==> config.mk <==
export PLATFORM = sky130hd
export DESIGN_NAME = pp_compressor_mul13
export DESIGN_NICKNAME = d
export VERILOG_FILES = /design/src/rtl/pp_compressor_mul13.sv
export SDC_FILE = /design/constraint.sdc
export NUM_CORES = 1
export LEC_CHECK = 0
export CORE_MARGIN = 5
export CORE_UTILIZATION = 48
export DETAILED_ROUTE_END_ITERATION = 16
export PLACE_DENSITY_LB_ADDON = 0.12
export RECOVER_POWER = 25
export SETUP_SLACK_MARGIN = 0.15
export SLEW_MARGIN = 10
export SYNTH_ARGS = -nofsm -noshare
export SYNTH_HDL_FRONTEND = slang
export SYNTH_SLANG_ARGS = --single-unit
==> constraint.sdc <==
create_clock -name clk -period 37 [get_ports clk]
set_input_delay 3.7 -clock clk [delete_from_list [all_inputs] [get_ports clk]]
set_output_delay 3.7 -clock clk [all_outputs]
set_load 0.01 [all_outputs]
==> src/rtl/pp_compressor_mul13.sv <==
`default_nettype none
// ============================================================================
// Module      : pp_compressor_mul13
// Description : Two-stage partial-product compressor for a 13x13 unsigned
//               multiplier. Column K (K=0..24) carries min(K+1,25-K) bits
//               of weight 2^K. Stage 1 reduces every column to at most two
//               bits with 3:2 counters and registers the two rows. Stage 2
//               adds the rows and registers the 26-bit product.
// Ports       : clk          rising-edge clock
//               rst          synchronous active-high reset
//               src0..src24  column bits, src K is min(K+1,25-K) wide
//               dst0..dst25  product bit K, weight 2^K
// Latency     : 2 clocks, one vector per clock, no stall
// Revision    : 1.0 - initial release
// ============================================================================
module pp_compressor_mul13 (
    input  logic        clk,
    input  logic        rst,
    input  logic [0:0]  src0,
    input  logic [1:0]  src1,
    input  logic [2:0]  src2,
    input  logic [3:0]  src3,
    input  logic [4:0]  src4,
    input  logic [5:0]  src5,
    input  logic [6:0]  src6,
    input  logic [7:0]  src7,
    input  logic [8:0]  src8,
    input  logic [9:0]  src9,
    input  logic [10:0] src10,
    input  logic [11:0] src11,
    input  logic [12:0] src12,
    input  logic [11:0] src13,
    input  logic [10:0] src14,
    input  logic [9:0]  src15,
    input  logic [8:0]  src16,
    input  logic [7:0]  src17,
    input  logic [6:0]  src18,
    input  logic [5:0]  src19,
    input  logic [4:0]  src20,
    input  logic [3:0]  src21,
    input  logic [2:0]  src22,
    input  logic [1:0]  src23,
    input  logic [0:0]  src24,
    output logic        dst0,  output logic dst1,  output logic dst2,
    output logic        dst3,  output logic dst4,  output logic dst5,
    output logic        dst6,  output logic dst7,  output logic dst8,
    output logic        dst9,  output logic dst10, output logic dst11,
    output logic        dst12, output logic dst13, output logic dst14,
    output logic        dst15, output logic dst16, output logic dst17,
    output logic        dst18, output logic dst19, output logic dst20,
    output logic        dst21, output logic dst22, output logic dst23,
    output logic        dst24, output logic dst25
);

    // 27 row columns plus one spare column so the carry write from the last
    // reduced column always has a legal target.
    localparam int c_COLS  = 28;
    localparam int c_MAXH  = 32;   // tallest column seen during reduction is 23
    localparam int c_ITERS = 16;   // enough 3:2 steps to bring 23 bits down to 2

    logic [c_MAXH-1:0] w_col [c_COLS];
    int                w_hgt [c_COLS];
    logic [4:0]        w_base;
    logic              w_fa_a;
    logic              w_fa_b;
    logic              w_fa_c;
    logic [26:0]       w_row_a;
    logic [26:0]       w_row_b;
    logic [25:0]       w_sum;

    logic [26:0]       r_row_a;
    logic [26:0]       r_row_b;
    logic [25:0]       r_sum;

    // ------------------------------------------------------------------
    // Stage 1: column compression. Columns are processed LSB first so the
    // carries a column produces are already present when the next column
    // is reduced. Each 3:2 counter takes the top three bits of a column,
    // leaves the sum in place and pushes the carry onto the next column.
    // ------------------------------------------------------------------
    always_comb begin
        w_base = '0;
        w_fa_a = 1'b0;
        w_fa_b = 1'b0;
        w_fa_c = 1'b0;
        for (int k = 0; k < c_COLS; k++) begin
            w_col[k] = '0;
            w_hgt[k] = 0;
        end

        w_col[0][0:0]   = src0;   w_col[1][1:0]   = src1;
        w_col[2][2:0]   = src2;   w_col[3][3:0]   = src3;
        w_col[4][4:0]   = src4;   w_col[5][5:0]   = src5;
        w_col[6][6:0]   = src6;   w_col[7][7:0]   = src7;
        w_col[8][8:0]   = src8;   w_col[9][9:0]   = src9;
        w_col[10][10:0] = src10;  w_col[11][11:0] = src11;
        w_col[12][12:0] = src12;  w_col[13][11:0] = src13;
        w_col[14][10:0] = src14;  w_col[15][9:0]  = src15;
        w_col[16][8:0]  = src16;  w_col[17][7:0]  = src17;
        w_col[18][6:0]  = src18;  w_col[19][5:0]  = src19;
        w_col[20][4:0]  = src20;  w_col[21][3:0]  = src21;
        w_col[22][2:0]  = src22;  w_col[23][1:0]  = src23;
        w_col[24][0:0]  = src24;

        for (int k = 0; k < 25; k++) begin
            w_hgt[k] = (k < 13) ? (k + 1) : (25 - k);
        end

        for (int k = 0; k < c_COLS - 1; k++) begin
            for (int it = 0; it < c_ITERS; it++) begin
                if (w_hgt[k] > 2) begin
                    w_base = 5'(w_hgt[k] - 3);
                    w_fa_a = w_col[k][w_base];
                    w_fa_b = w_col[k][w_base + 5'd1];
                    w_fa_c = w_col[k][w_base + 5'd2];
                    w_col[k][w_base]        = w_fa_a ^ w_fa_b ^ w_fa_c;
                    w_col[k][w_base + 5'd1] = 1'b0;
                    w_col[k][w_base + 5'd2] = 1'b0;
                    w_col[k+1][5'(w_hgt[k+1])] = (w_fa_a & w_fa_b) |
                                                 (w_fa_a & w_fa_c) |
                                                 (w_fa_b & w_fa_c);
                    w_hgt[k+1] = w_hgt[k+1] + 1;
                    w_hgt[k]   = w_hgt[k] - 2;
                end
            end
        end

        for (int k = 0; k < 27; k++) begin
            w_row_a[k] = w_col[k][0];
            w_row_b[k] = w_col[k][1];
        end
    end

    // ------------------------------------------------------------------
    // Stage 2: carry-propagate add. The true product is below 2^26, so the
    // truncated sum is exact.
    // ------------------------------------------------------------------
    assign w_sum = 26'(r_row_a + r_row_b);

    always_ff @(posedge clk) begin
        if (rst) begin
            r_row_a <= '0;
            r_row_b <= '0;
            r_sum   <= '0;
        end else begin
            r_row_a <= w_row_a;
            r_row_b <= w_row_b;
            r_sum   <= w_sum;
        end
    end

    assign {dst25, dst24, dst23, dst22, dst21, dst20, dst19, dst18, dst17,
            dst16, dst15, dst14, dst13, dst12, dst11, dst10, dst9,  dst8,
            dst7,  dst6,  dst5,  dst4,  dst3,  dst2,  dst1,  dst0} = r_sum;

endmodule
`default_nettype wire

==> impl_results.md <==
- Die extent in y: 111 um
- Share of final-layout standard cells stronger than drive strength 1: 0.0314
- Core area: 9820 um2
- Total nets after synthesis: 755
- Register bit total from synthesis: 63
- # resized after CTS: 0
- Number of hold buffers added after CTS: 0
- Hold Crit Class: flop to flop
- Number of enable flip-flop cells after synthesis: 0
- Routed met1 length: 3.96 mm
- Unrepaired setup endpoints after global routing: no
- Hold depth: 1
- Final antenna diode count: 0
- Initial core utilization: 0.494
- Number of vias in the routed layout: 3762
- Depth of the worst register-to-register path: 6
- Distinct cells, synth: 38
- Stage delay of the slowest cell on the critical path: 0.52 ns
- Clock insertion delay at the later pin of the skew report: 0.33 ns
- Wire length of the first global-routing pass: 18.3 mm
- IO Pins: 197
- Kind of cell adding the most delay to the critical path: adder cells
- Clock-pin slew reported for the worst setup and hold paths after clock tree synthesis: 0.06 ns
- Kind of end point of the critical path: flop
- Violated checks: max-capacitance violations, max-slew violations
- Number of remaining DRC errors: 0
- Max Clock Freq: 47.6 MHz
- WL per Instance: 13.0 um
- Worst-Margin Slew: 2.73 ns
- Worst reg2reg path startpoint: r_row_b[1]
- Outcome: complete, but fails checks
- Total Routing Usage GR: 0.181
- Count of clock tree sinks: 63
- # H-tree levels: 3
- Met3 Wirelength: 853 um
- Avg Synthesized Cell Area: 9.76 um2
- Largest net degree at the start of global routing: 70
- Clock Root Buffer: clkbuf_8
- Start point of the worst min-delay path: r_row_a[0]
- Tcrit/Tclk final: 0.567
- Setup repair bufs after CTS: 0
- Yosys synthesis warning count: 0
- Signed area change from the synthesized netlist to the final layout: 47.8%
- Predominant post-synthesis flop cell: dfxtp_1
- Area of the mapped netlist: 4850 um2
- Violation count after the first detailed-routing iteration: 103
- Data required time of the critical path: 37.10 ns
- Num CTS Buffers: 9
- Clock tree skew after final layout: 0.00547 ns
- Routed length on met2: 5.79 mm
- Endpoint of the lowest-slack register-to-register path: r_sum[22]
- Min Tclk post-route: 20.99 ns
- Ratio of routed vias to standard cells: 4.51
- Worst-path maximum fanout: 1
- Startpoint types: input pin
- Die width: 111 um
- Share of synthesized registers carrying an async set or reset: 0
- R2R Setup Slk: 34.82 ns
- Final setup violation count: 0
- TritonCTS clock tree: built
- Number of antenna violations at the first check in global routing: 0
- Final hold viol count: 0
- Final nets: 955
- Data arrival, critical path: 21.09 ns
- Total Negative Setup Slacks: 0 ns
- Uppermost metal layer occupied by signal nets: met4
- Final wirelength: 10.8 mm
- Total half-perimeter wirelength after legalization and detailed placement: 9.93 mm
- Vias in the first global route: 4153
- Hold-critical path endpoint: r_sum[0]
- Critical setup path kind: input pin to flop
- Cell with the biggest individual delay on the critical path: fa_1
- Maximum Capacitance Violations: 1
- Max clock buf depth: 2
- Standard-cell rows: 36
- Input/output buffers: 196
- Buffers plus inverters on the worst setup path: 25
- Remaining global-route overflow: 0
- Die ar.: 12200 um2
- Final GP Congestion: 0.819
- Mapped Cells: 497
- Number of iterations in the first detailed-routing pass: 4
- Antenna-violating nets left: 0
- Worst path most repeated cell: fa_1
- Fraction of the yosys area taken by sequential cells: 0.260
- Number of pins exceeding their max-slew limit in the final report: 70
- Headroom to the max-slew limit: -0.817
layout by cell type, fill, tap and decap left out, types with 2 or more instances in the layout:
master and n:
a21o_1 2, a21oi_1 9, a31oi_1 3, and3_1 2, bufinv_16 2, clkbuf_8 12, clkdlybuf4s50_1 195, dfxtp_1 63
fa_1 66, ha_1 21, inv_1 115, mux2_2 2, nand2_1 11, nand3_1 8, nand4_1 6, nor2_1 33
nor2b_1 36, nor3_1 2, nor4_1 4, o211ai_1 2, o21a_1 3, o21ai_0 4, or4_1 2, xnor2_1 62
xor2_1 20
synthesized netlist by cell type (4+ instances only):
library cell	number	share of area
nor4_1	4	0.0052
nor2_1	33	0.026
dfxtp_1	63	0.26
nand2_1	11	0.0085
nor2b_1	36	0.046
nand3_1	8	0.0083
o21ai_0	4	0.0041
inv_1	115	0.089
clkbuf_1	6	0.0046
xnor2_1	62	0.11
nand4_1	6	0.0077
xor2_1	20	0.036
fa_1	66	0.27
a21oi_1	9	0.0093
ha_1	21	0.054
final cells by class:
cell class | instances | area (um2)
timing repair buffer | 197 | 1960
clock inverter | 3 | 65.1
clock buffer | 12 | 165
tap | 133 | 166
sequential | 63 | 1260
multi-input combinational | 311 | 3120
inverter | 115 | 432
fill | 753 | 2650
worst reg2reg max path, delay by kind of cell, from the launching register on:
family / cells / cell delay [ns]
muxes: 1 / 0.36
and+or+nand+nor: 2 / 0.74
AOI/OAI and AO/OA: 2 / 0.46
DFF: 1 / 0.32
adders and majority gates: 1 / 0.19
through the flow:
step            util  instances  setup WS [ns]  hold WS (ns)  cell area (um2)
2_1_floorplan      -        497          16.75         0.414             4850
3_3_place_gp   0.707        819          15.99         0.422             6940
3_5_place_dp   0.707        819          15.63         0.434             6940
4_1_cts        0.731        834          15.99         0.456             7170
5_1_grt        0.730        834          15.22         0.483             7170
6_report       0.730        834          16.01         0.450             7170
registers in the layout, indices dropped and copies added (netlist names):
register	flops
r_row_a	25
r_sum	26
r_row_b	12
how the worst max path moves through the flow:
| stage | from | end | slack [ns] | cells after the start |
|---|---|---|---|---|
| after floorplan | src2[0] | r_row_a[11] | 16.75 | 64 |
| after CTS | src2[1] | r_row_a[11] | 15.99 | 65 |
| after global routing | src2[0] | r_row_a[11] | 15.22 | 65 |
| after detailed placement | src2[1] | r_row_a[11] | 15.63 | 65 |
| final | src2[0] | r_row_a[11] | 16.01 | 65 |
| after global placement | src2[0] | r_row_a[11] | 15.99 | 65 |
layer usage:
| layer | up-vias | GRT usage |
|---|---|---|
| met5 | - | 0 |
| met4 | 0 | 0.0542 |
| met3 | 17 | 0.0585 |
| met2 | 144 | 0.344 |
| met1 | 1717 | 0.188 |
| li1 | 1884 | - |
kinds of logic after synthesis:
| logic type | Yosys count | share of synthesized area |
|---|---|---|
| compound gates | 31 | 0.0436 |
| xor+xnor | 82 | 0.148 |
| fa+ha+maj | 87 | 0.327 |
| buf+inv | 123 | 0.0967 |
| flops | 63 | 0.260 |
| mux | 4 | 0.0101 |
| simple gates | 107 | 0.115 |
Power is not shown: default switching activity piles up to over one toggle a cycle in this logic, so the estimate is an artifact.
